===== src/rtl/cache_req_arbiter.sv =====
// Two-port round-robin read arbiter in front of the L1/L2 cache.
// Keeps one request in flight and returns the registered cache result to the requesting port.
module cache_req_arbiter #(
  parameter int ADDR_WIDTH = 11,
  parameter int DATA_WIDTH = 11,
  parameter int CNT_WIDTH  = 16
) (
  input  logic                  clk,
  input  logic                  rst,
  input  logic                  p0_req_valid,
  input  logic [ADDR_WIDTH-1:0] p0_req_addr,
  output logic                  p0_req_ready,
  output logic                  p0_resp_valid,
  output logic [DATA_WIDTH-1:0] p0_resp_data,
  output logic                  p0_resp_l1_hit,
  output logic                  p0_resp_l2_hit,
  input  logic                  p1_req_valid,
  input  logic [ADDR_WIDTH-1:0] p1_req_addr,
  output logic                  p1_req_ready,
  output logic                  p1_resp_valid,
  output logic [DATA_WIDTH-1:0] p1_resp_data,
  output logic                  p1_resp_l1_hit,
  output logic                  p1_resp_l2_hit,
  output logic                  cache_read,
  output logic [ADDR_WIDTH-1:0] cache_addr,
  input  logic [DATA_WIDTH-1:0] cache_read_data,
  input  logic                  cache_l1_hit,
  input  logic                  cache_l2_hit,
  output logic [CNT_WIDTH-1:0]  l1_hit_cnt,
  output logic [CNT_WIDTH-1:0]  l2_hit_cnt,
  output logic [CNT_WIDTH-1:0]  miss_cnt,
  output logic                  busy
);

  // state | meaning
  // IDLE  | arbitrate between valid requests, handshake with the winner
  // ISSUE | single-cycle read strobe to the cache
  // WAIT  | cache outputs valid; capture result and update statistics
  // RESP  | one-cycle response pulse to the owning port
  typedef enum logic [1:0] {IDLE, ISSUE, WAIT, RESP} state_t;

  state_t                state_q, state_d;
  logic [ADDR_WIDTH-1:0] addr_q;
  logic                  owner_q;
  logic                  last_grant_q;
  logic [DATA_WIDTH-1:0] data_q;
  logic                  l1_q, l2_q;
  logic [CNT_WIDTH-1:0]  l1_cnt_q, l2_cnt_q, miss_cnt_q;
  logic                  grant0, grant1;

  // On contention the port that did not win last time gets the grant
  assign grant0 = p0_req_valid & (~p1_req_valid | last_grant_q);
  assign grant1 = p1_req_valid & (~p0_req_valid | ~last_grant_q);

  always_ff @(posedge clk or posedge rst) begin
    if (rst) state_q <= IDLE;
    else     state_q <= state_d;
  end

  always_comb begin
    state_d = state_q;
    case (state_q)
      IDLE:    if (grant0 | grant1) state_d = ISSUE;
      ISSUE:   state_d = WAIT;
      WAIT:    state_d = RESP;
      RESP:    state_d = IDLE;
      default: state_d = IDLE;
    endcase
  end

  always_comb begin
    p0_req_ready  = 1'b0;
    p1_req_ready  = 1'b0;
    cache_read    = 1'b0;
    p0_resp_valid = 1'b0;
    p1_resp_valid = 1'b0;
    busy          = 1'b1;
    case (state_q)
      IDLE: begin
        busy         = 1'b0;
        p0_req_ready = grant0;
        p1_req_ready = grant1;
      end
      ISSUE: cache_read = 1'b1;
      RESP: begin
        p0_resp_valid = ~owner_q;
        p1_resp_valid = owner_q;
      end
      default: ;
    endcase
  end

  always_ff @(posedge clk or posedge rst) begin
    if (rst) begin
      addr_q       <= '0;
      owner_q      <= 1'b0;
      last_grant_q <= 1'b1;
      data_q       <= '0;
      l1_q         <= 1'b0;
      l2_q         <= 1'b0;
      l1_cnt_q     <= '0;
      l2_cnt_q     <= '0;
      miss_cnt_q   <= '0;
    end else begin
      if (state_q == IDLE && (grant0 | grant1)) begin
        addr_q       <= grant1 ? p1_req_addr : p0_req_addr;
        owner_q      <= grant1;
        last_grant_q <= grant1;
      end
      if (state_q == WAIT) begin
        data_q <= cache_read_data;
        l1_q   <= cache_l1_hit;
        l2_q   <= cache_l2_hit;
        // Exactly one counter per request, each saturating at all-ones
        if (cache_l1_hit) begin
          if (l1_cnt_q != '1) l1_cnt_q <= l1_cnt_q + 1'b1;
        end else if (cache_l2_hit) begin
          if (l2_cnt_q != '1) l2_cnt_q <= l2_cnt_q + 1'b1;
        end else begin
          if (miss_cnt_q != '1) miss_cnt_q <= miss_cnt_q + 1'b1;
        end
      end
    end
  end

  assign cache_addr     = addr_q;
  assign p0_resp_data   = data_q;
  assign p1_resp_data   = data_q;
  assign p0_resp_l1_hit = l1_q;
  assign p1_resp_l1_hit = l1_q;
  assign p0_resp_l2_hit = l2_q;
  assign p1_resp_l2_hit = l2_q;
  assign l1_hit_cnt     = l1_cnt_q;
  assign l2_hit_cnt     = l2_cnt_q;
  assign miss_cnt       = miss_cnt_q;

endmodule


===== config.mk =====
export PLATFORM = sky130hd
export DESIGN_NAME = cache_req_arbiter
export DESIGN_NICKNAME = d
export VERILOG_FILES = /design/src/rtl/cache_req_arbiter.sv
export SDC_FILE = /design/constraint.sdc
export NUM_CORES = 1
export LEC_CHECK = 0
export ABC_CLOCK_PERIOD_IN_PS = 2090
export BUFFER_PORTS_ARGS = -buffer_cell sky130_fd_sc_hd__clkbuf_2
export CAP_MARGIN = 20
export CELL_PAD_IN_SITES_DETAIL_PLACEMENT = 1
export CELL_PAD_IN_SITES_GLOBAL_PLACEMENT = 1
export CORE_AREA = 2 2 91 128
export CTS_BUF_LIST = sky130_fd_sc_hd__clkbuf_4
export CTS_CLUSTER_DIAMETER = 40
export CTS_CLUSTER_SIZE = 24
export DETAILED_ROUTE_END_ITERATION = 8
export DIE_AREA = 0 0 93 130
export MAX_ROUTING_LAYER = met4
export PLACE_DENSITY_LB_ADDON = 0.1
export SYNTH_ARGS = -nofsm -noshare
export SYNTH_HDL_FRONTEND = slang
export SYNTH_SLANG_ARGS = --single-unit

===== constraint.sdc =====
create_clock -name clk -period 2.09 [get_ports clk]
set_clock_uncertainty 0.1 [all_clocks]
set_input_delay 0.209 -clock clk [delete_from_list [all_inputs] [get_ports clk]]
set_output_delay 0.209 -clock clk [all_outputs]
set_load 0.02 [all_outputs]

==> results_dict.tcl, run 1 <==
set metrics [dict create \
    p_clk_frac 0.181 \
    coreArea_um2 11100 \
    rows 46 \
    grt_max_degree 77 \
    syn_nets 386 \
    path_class "in2reg" \
    p_switching_uw 2380 \
    die_y_um 130 \
    finalSetupViolations 0 \
    vias 3251 \
    synth_edf_count 0 \
    power.share.sequential 0.393 \
    fin_ws_ps 120 \
    cts_buffer_depth 2 \
    synth_top_area_frac 0.490 \
    min_path_cells 3 \
    hold-worst-slack_ps 25.7 \
    ys_ff_latch 76 \
    drive_gt1_frac 0.389 \
    p_per_area_nw_per_um2 1100 \
    numCtsBuffers 9 \
    antenna_found_initial 1 \
    remaining_drc_errors 0 \
    setup_tns_ps 0 \
    num_io_pins 130 \
    ys_types 49 \
    cts.htree.levels 3 \
    swShare 0.415 \
    grt_pass1_vias 3473 \
    reg2reg_depth 6 \
    peakVddDrop_uv 459 \
    endpoint_kind "register" \
    gp_congestion 0.725 \
    slew-limit-headroom 0.621 \
    vias_per_cell 4.93 \
    crit_required_ps 2310 \
    yosysTopAreaCell "dfrtp_1" \
    clkTransAtPathRegs_ps 120 \
    leakage_uw 0.00257 \
    syn_to_final_growth_pct 35.9 \
    yosys_warnings 0 \
    period_share 0.943 \
    synthCells 339 \
    synth-async-reset-ratio 1.00 \
    die_w_um 93 \
    yosys_most_used_dff "dfrtp_1" \
    drt_iter0_markers 92 \
    seq_area_frac_synth 0.497 \
    crit_path_start_kind "input pin" \
    avgSynthCellArea_um2 11.3 \
    clk_latency_ps 450 \
    layout_min_cycle_time_ps 1970 \
    grt_pass1_wl_mm 16.9 \
    rsz0062_at_grt "yes" \
    max_cap_viol_count 0 \
    gr-usage-all-layers 0.183 \
    grt-ovfl-total 0 \
    final_nets 556 \
    p_int_uw 3360 \
    tightest_slew_ps 565 \
    max_freq_mhz 508 \
    synthesis.area_um2 3830 \
    placed_area_um2 4630 \
    ant_nets 0 \
    cp.arrival_ps 2190 \
    initial_core_util 0.347 \
    wl_per_cell_um 15.4 \
    die_area_um2 12100 \
    drt_pass1_iterations 4 \
    hpwl_mm 7.23 \
    combPwrFrac 0.426 \
    final_area_um2 5210 \
    hold_class "in2reg" \
    pre_cts_slack_ps -105 \
    cts-root-buf "clkbuf_4" \
    slew_violations 0 \
    synthTopCellsByArea "dfrtp_1 (49%), mux2_2 (5.6%), xor2_1 (5.0%)" \
    cts_tree "yes" \
    clock_sinks 76 \
    status "finished clean" \
    path_max_fanout 12 \
    final-hold-violation-count 0 \
    portBuffers 129 \
    totalWireLength_mm 10.1 \
]
## layout make-up
| class | count | area (µm²) |
|---|---|---|
| Inverter | 8 | 33.8 |
| Fill cell | 1268 | 5840 |
| Clock inverter | 7 | 91.3 |
| Sequential cell | 76 | 1900 |
| Clock buffer | 9 | 67.6 |
| Timing Repair Buffer | 179 | 1120 |
| Tap cell | 144 | 180 |
| Multi-Input combinational cell | 235 | 1800 |
| Antenna cell | 1 | 2.50 |
## what timing repair did
action	4_1_cts	5_1_grt
hold endpoints to repair	98	0
buffers inserted	0	2
resized for setup	2	5
hold buffers	36	0
setup endpoints to repair	11	15
pin swaps	0	1
## cells by family after synthesis
logic type,Yosys count,share of synthesized area
buffers and inverters,28,0.0421
AOI/OAI and AO/OA,28,0.0523
and+or+nand+nor,130,0.209
xor gates and xnor gates,39,0.0892
muxes,30,0.0846
adders and majority gates,8,0.0261
DFF,76,0.497
## worst max-delay path, stage by stage
cell and delay [ps]:
dlygate4sd3_1 550, clkbuf_2 140, a21boi_1 150, buf_4 250, mux2i_1 250, dlygate4sd3_1 570, o21ai_0 70
## per-stage QoR
stage / utilization / total power [µW] / cells
after floorplan: - / 3890 / 339
after global routing: 0.471 / 6140 / 659
after detailed placement: 0.419 / 4630 / 604
after global placement: 0.419 / 4540 / 604
final: 0.471 / 5740 / 659
after CTS: 0.467 / 5790 / 656
## Yosys cell counts, types with 5 or more instances
library cell	instances
dfrtp_1	75
nand2_1	31
xor2_1	22
mux2_2	19
nand3_1	17
xnor2_1	17
nor3_1	16
nand4_1	15
buf_4	14
o21ai_0	13
mux2i_1	11
ha_1	8
inv_1	8
nor2_1	8
and3_1	6
a21oi_1	5
and4_1	5
## metal layers
| metal | vias to the layer above | share of wire | GRT usage |
|---|---|---|---|
| met3 | 25 | 0.039 | 0.0289 |
| met5 | - | 0 | - |
| met1 | 1600 | 0.42 | 0.215 |
| li1 | 1537 | - | - |
| met2 | 89 | 0.52 | 0.312 |
| met4 | 0 | 0.024 | 0.0744 |
## power by group through the flow
stage | Sequential, µW | Clock (µW) | Combinational [µW]
finish | 2260 | 1040 | 2440
global route | 2340 | 1140 | 2670
CTS | 2260 | 1080 | 2460
detailed placement | 2290 | 0 | 2340
global placement | 2250 | 0 | 2290
floorplan | 2660 | 0 | 1230
## layout by cell type, fill, tap and decap left out, drive strengths merged, types with 3 or more instances in the layout
cell type and instances:
dlygate4sd3 36, ha 8, nand3 18, nor4 7, and3 6, nand2 31, clkinv 4, clkbuf 138
or3 3, nand3b 4, xor2 22, o21ai 13, buf 14, nor2b 3, nor3 16, nand4 17
mux2i 11, nor2 9, a2111oi 3, and2 3, and4 6, nor3b 3, a21oi 5, inv 7
dfrtp 75, mux2 19, xnor2 17
## state kept, by name, indices dropped and copies added (netlist names)
| name | cells |
|---|---|
| p0_resp_l2_hit | 1 |
| l1_hit_cnt | 16 |
| owner_q | 1 |
| miss_cnt | 16 |
| state_q | 2 |
| last_grant_q | 1 |
| p0_resp_data | 11 |
| l2_hit_cnt | 16 |
| p0_resp_l1_hit | 1 |
| cache_addr | 11 |
## path summary, 6_finish.rpt
| check | slack [ps] | end | from |
|---|---|---|---|
| max | 120 | cache_addr[7] | p0_req_valid |
| min | 30 | owner_q | p1_req_valid |
| max reg2reg | 160 | l2_hit_cnt[15] | state_q[0] |
| min reg2reg | 390 | cache_addr[2] | cache_addr[2] |
| max in group asynchronous | 1240 | last_grant_q | rst |
| min in group asynchronous | 320 | l2_hit_cnt[13] | rst |
No activity file was read; power rests on OpenSTA's default activity.
==> inputs of run 2 (changes only) <==
GPL_TIMING_DRIVEN = 0   (was default)
RECOVER_POWER = 25   (was default)
==> run 2 against run 1 <==
Hold slack better by 0.68 ps. Sequential power about the same. Critical path depth is 1 lower. Worst setup slack got worse by 1.9 ps. Sequential cell count did not move. Register-to-register slack worse by 40 ps. Power is 3.3% higher. Combinational power rose by 8.6%. Sequential share of layout area is 0.53 points lower. Core utilization up 0.69 points. Wire length is 2.6% higher.
==> results_dict.tcl, run 2 (synthesis results as in run 1) <==
set metrics [dict create \
    status "finished clean" \
    final-hold-violation-count 0 \
    peakVddDrop_uv 479 \
    final_common_cell "clkbuf_2" \
    endpoint_kind "register" \
    max_cap_viol_count 0 \
    leakage_uw 0.00261 \
    drt_iter0_markers 84 \
    cts_tree "yes" \
    pre_cts_slack_ps -185 \
    slew_violations 0 \
    fill_cells 1287 \
    grt_pass1_vias 3453 \
    antenna_cells 0 \
    syn_to_final_growth_pct 37.9 \
    die_w_um 93 \
    cts.htree.levels 3 \
    layoutNonFillerInstCount 670 \
    clkTransAtPathRegs_ps 120 \
    crit_required_ps 2350 \
    clk_latency_ps 440 \
    hpwl_mm 7.39 \
    crit_path_start_kind "register" \
    tightest_slew_ps 928 \
    clock_sinks 76 \
    cp.arrival_ps 2230 \
    die_y_um 130 \
    path_max_fanout 9 \
    dp_cells 614 \
    cts-root-buf "clkbuf_4" \
    p_per_area_nw_per_um2 1120 \
    ant_nets 0 \
    wl_per_cell_um 15.5 \
    remaining_drc_errors 0 \
    final_nets 568 \
    numCtsBuffers 9 \
    finalSetupViolations 0 \
    portBuffers 129 \
    hold_class "in2reg" \
    vias_per_cell 4.98 \
    min_path_cells 3 \
    layout_min_cycle_time_ps 1970 \
    setup_tns_ps 0 \
    fin_ws_ps 118 \
    drt_pass1_iterations 6 \
    rows 46 \
    num_io_pins 130 \
    gp_congestion 0.756 \
    initial_core_util 0.347 \
    grt-ovfl-total 0 \
    path_class "reg2reg" \
    drive_gt1_frac 0.403 \
    slew-limit-headroom 0.381 \
    period_share 0.943 \
    vias 3334 \
    rsz0062_at_grt "no" \
    antenna_found_initial 0 \
    gr-usage-all-layers 0.186 \
    coreArea_um2 11100 \
    die_area_um2 12100 \
    grt_pass1_wl_mm 17.0 \
    reg2reg_depth 6 \
    cts_buffer_depth 2 \
    totalWireLength_mm 10.4 \
    max_freq_mhz 507 \
    layout_common_cells "clkbuf_2 (131), dfrtp_1 (75), dlygate4sd3_1 (35), nand2_1 (31), xor2_1 (22)" \
    grt_max_degree 37 \
]
==> run 2: cell types whose count changed in the layout (fill, tap and decap cells not counted), sizes merged <==
cell	previous run	this run
clkbuf	138	144
buf	14	22
clkinv	4	3
dlygate4sd3	36	35
diode	1	0
==> run 2: where the power goes <==
group          switching (µW)  total (µW)  leakage (µW)  internal [µW]
Sequential                400        2270      0.000981           1880
Clock                     522        1010     0.0000791            487
Combinational            1510        2650       0.00154           1140
Total                    2430        5930       0.00261           3500
==> run 2: routing by layer <==
metal	up-vias	wire, µm	global-route usage	share of wire
li1	1563	-	-	-
met1	1649	4190	0.207	0.40
met2	95	5450	0.322	0.52
met3	27	403	0.0300	0.039
met4	0	364	0.0969	0.035
met5	-	0	-	0
==> run 2: cell type report <==
| cell class | count | area [µm²] | share of cell area |
|---|---|---|---|
| plain buffers | 20 | 139 | 0.0263 |
| clock buffers | 10 | 75.1 | 0.0142 |
| clock inverters | 6 | 78.8 | 0.0149 |
| inverters | 8 | 31.3 | 0.00592 |
| multi-input cells | 235 | 1830 | 0.347 |
| flip-flops and latches | 76 | 1900 | 0.360 |
| well taps | 144 | 180 | 0.0341 |
| repair buffers | 171 | 1040 | 0.198 |
==> run 2: path summary, 6_finish.rpt <==
check                             endpoint  slack, ps          start
setup / recovery            l2_hit_cnt[15]        120     state_q[0]
setup reg to reg            l2_hit_cnt[15]        120     state_q[0]
hold / removal                     owner_q         30   p1_req_valid
hold reg to reg              cache_addr[9]        400  cache_addr[9]
min in group asynchronous      miss_cnt[6]        110            rst
max in group asynchronous  p0_resp_data[3]        610            rst
==> run 2: timing repair <==
item / in CTS / in global routing
setup buffers: 0 / 5
pin swaps: 0 / 2
hold endpoints to repair: 99 / 0
hold buffers: 35 / 0
gates cloned: 0 / 0
endpoints found under the setup margin: 31 / 31
resized for setup: 7 / 9
==> run 2: worst max-delay path: stages, from the launching register on <==
cell	delay (ps)
dfrtp_1	430
inv_2	120
ha_4	180
nand3b_4	160
or3_1	450
nor4_2	280
xor2_1	180
==> run 2: stage by stage <==
stage	utilization	power, µW	instance area, µm²	hold slack, ps
2_1_floorplan	-	3890	3830	182
3_3_place_gp	0.422	4690	4660	329
3_5_place_dp	0.425	4780	4700	34.0
4_1_cts	0.473	5920	5230	0.431
5_1_grt	0.478	6330	5280	9.19
6_report	0.478	5930	5280	26.4
==> inputs of run 3 (changes only) <==
GPL_TIMING_DRIVEN = default   (was 0)
==> run 3 against run 2 <==
Wire length shrank 2.3%. Clock-buffer cell count decreased by 1. Register-to-register slack better by 40 ps. Critical path depth rose by 1. Power shrank 3.3%. Combinational power shrank 7.9%. Worst setup slack better by 6.6 ps. Largest power group unchanged.
==> results_dict.tcl, run 3 (synthesis results as in run 1) <==
set metrics [dict create \
    status "finished clean" \
    grt_pass1_wl_mm 16.9 \
    peakVddDrop_uv 459 \
    ant_nets 0 \
    rsz0062_at_grt "yes" \
    drt_pass1_iterations 4 \
    drt_iter0_markers 74 \
    critPathSlowestCell "dlygate4sd3_1" \
    remaining_drc_errors 0 \
    cpMostUsedCell "dlygate4sd3_1" \
    rows 46 \
    hold_class "in2reg" \
    clkTransAtPathRegs_ps 120 \
    path_max_fanout 12 \
    layout_common_cells "clkbuf_2 (128), dfrtp_1 (75), dlygate4sd3_1 (36), nand2_1 (31), xor2_1 (22)" \
    num_io_pins 130 \
    finalSetupViolations 0 \
    die_y_um 130 \
    clock_sinks 76 \
    wl_per_cell_um 15.4 \
    coreArea_um2 11100 \
    fill_cells 1270 \
    placed_area_um2 4630 \
    p_clk_frac 0.181 \
    path_class "in2reg" \
    path_depth 7 \
    max_cap_viol_count 0 \
    reg2reg_depth 6 \
    min_path_cells 3 \
    gr-usage-all-layers 0.183 \
    combPwrFrac 0.426 \
    power.share.sequential 0.394 \
    initial_core_util 0.347 \
    cts_buffer_depth 2 \
    portBuffers 129 \
    hold-worst-slack_ps 24.3 \
    grt-ovfl-total 0 \
    period_share 0.940 \
    antenna_found_initial 1 \
    vias 3258 \
    grt_max_degree 77 \
    syn_to_final_growth_pct 35.5 \
    hpwl_mm 7.23 \
    cts_tree "yes" \
    cts-root-buf "clkbuf_4" \
    leakage_uw 0.00257 \
    max_freq_mhz 509 \
    cts.htree.levels 3 \
    layout_min_cycle_time_ps 1970 \
    crit_required_ps 2310 \
    final_common_cell "clkbuf_2" \
    fin_util 0.470 \
    cp_top_family "buffers and inverters" \
    vias_per_cell 4.94 \
    final-hold-violation-count 0 \
    gp_congestion 0.725 \
    numCtsBuffers 9 \
    tightest_slew_ps 1070 \
    p_switching_uw 2380 \
    endpoint_kind "register" \
    swShare 0.415 \
    clk_latency_ps 450 \
    totalWireLength_mm 10.2 \
    p_int_uw 3350 \
    path_cells "dlygate4sd3_1, clkbuf_2, a21boi_1, buf_4, mux2i_1, dlygate4sd3_1, o21ai_0" \
    slew_violations 0 \
    final_area_um2 5190 \
    timing.critical_path.buf_inv 4 \
    p_per_area_nw_per_um2 1100 \
    drive_gt1_frac 0.387 \
    die_w_um 93 \
    cp.arrival_ps 2190 \
    final_nets 556 \
    crit_path_start_kind "input pin" \
    cpPeakStageDelay_ps 570 \
    slew-limit-headroom 0.285 \
    die_area_um2 12100 \
    grt_pass1_vias 3473 \
]
-- run 3: cell count changes in the layout (fill, tap and decap cells not counted), sizes merged --
cell,delta
clkbuf,-5
dlygate4sd3,+1
diode,+1
buf,-9
clkinv,+1
-- run 3: per-layer routing --
layer,wire length [µm],vias up,track usage
met4,241,0,0.0744
met3,397,25,0.0289
met1,4230,1609,0.215
li1,-,1535,-
met2,5290,89,0.312
met5,0,-,-
-- run 3: final timing paths --
kind,from,end,slack (ps)
max in group asynchronous,rst,p0_resp_data[5],630
worst max register to register,state_q[0],l2_hit_cnt[15],160
min in group asynchronous,rst,miss_cnt[13],590
worst min-delay path,p1_req_valid,owner_q,20
worst max-delay path,p0_req_valid,cache_addr[7],120
worst min register to register,cache_addr[2],cache_addr[2],390
-- run 3: worst min-delay path: stages --
cell,delay (ps)
clkbuf_2,130
a21oi_1,90
o21bai_1,100
-- run 3: power by group through the flow --
stage          combinational (µW)  sequential, µW  clock [µW]
3_5_place_dp                 2340            2290           0
3_3_place_gp                 2290            2250           0
4_1_cts                      2460            2260        1080
6_report                     2440            2260        1040
5_1_grt                      2670            2340        1140
2_1_floorplan                1230            2660           0
-- run 3: per-stage QoR --
| step | setup TNS [ps] | total power (µW) | std cells | worst slack (ps) |
|---|---|---|---|---|
| final | 0 | 5730 | 659 | 125 |
| after global routing | -77.2 | 6140 | 659 | -46.9 |
| after CTS | 0 | 5790 | 656 | 15.5 |
| after detailed placement | -493 | 4630 | 604 | -105 |
| after global placement | -18.3 | 4540 | 604 | -18.3 |
| after floorplan | 0 | 3890 | 339 | 141 |
-- run 3: cell type report --
cell class	count	area [µm²]	share of cell area
Antenna cell	1	2.50	0.000482
Clock buffer	9	67.6	0.0130
Clock inverter	7	91.3	0.0176
Inverter	8	33.8	0.00651
Multi-Input combinational cell	235	1800	0.347
Sequential cell	76	1900	0.367
Tap cell	144	180	0.0347
Timing Repair Buffer	179	1110	0.214
-- run 3: what timing repair did --
action                     CTS  global route
pin swaps                    0             1
setup endpoints to repair   11            15
buffers inserted             0             2
hold endpoints to repair    98             0
gates resized for setup      2             5
hold buffers                36             0
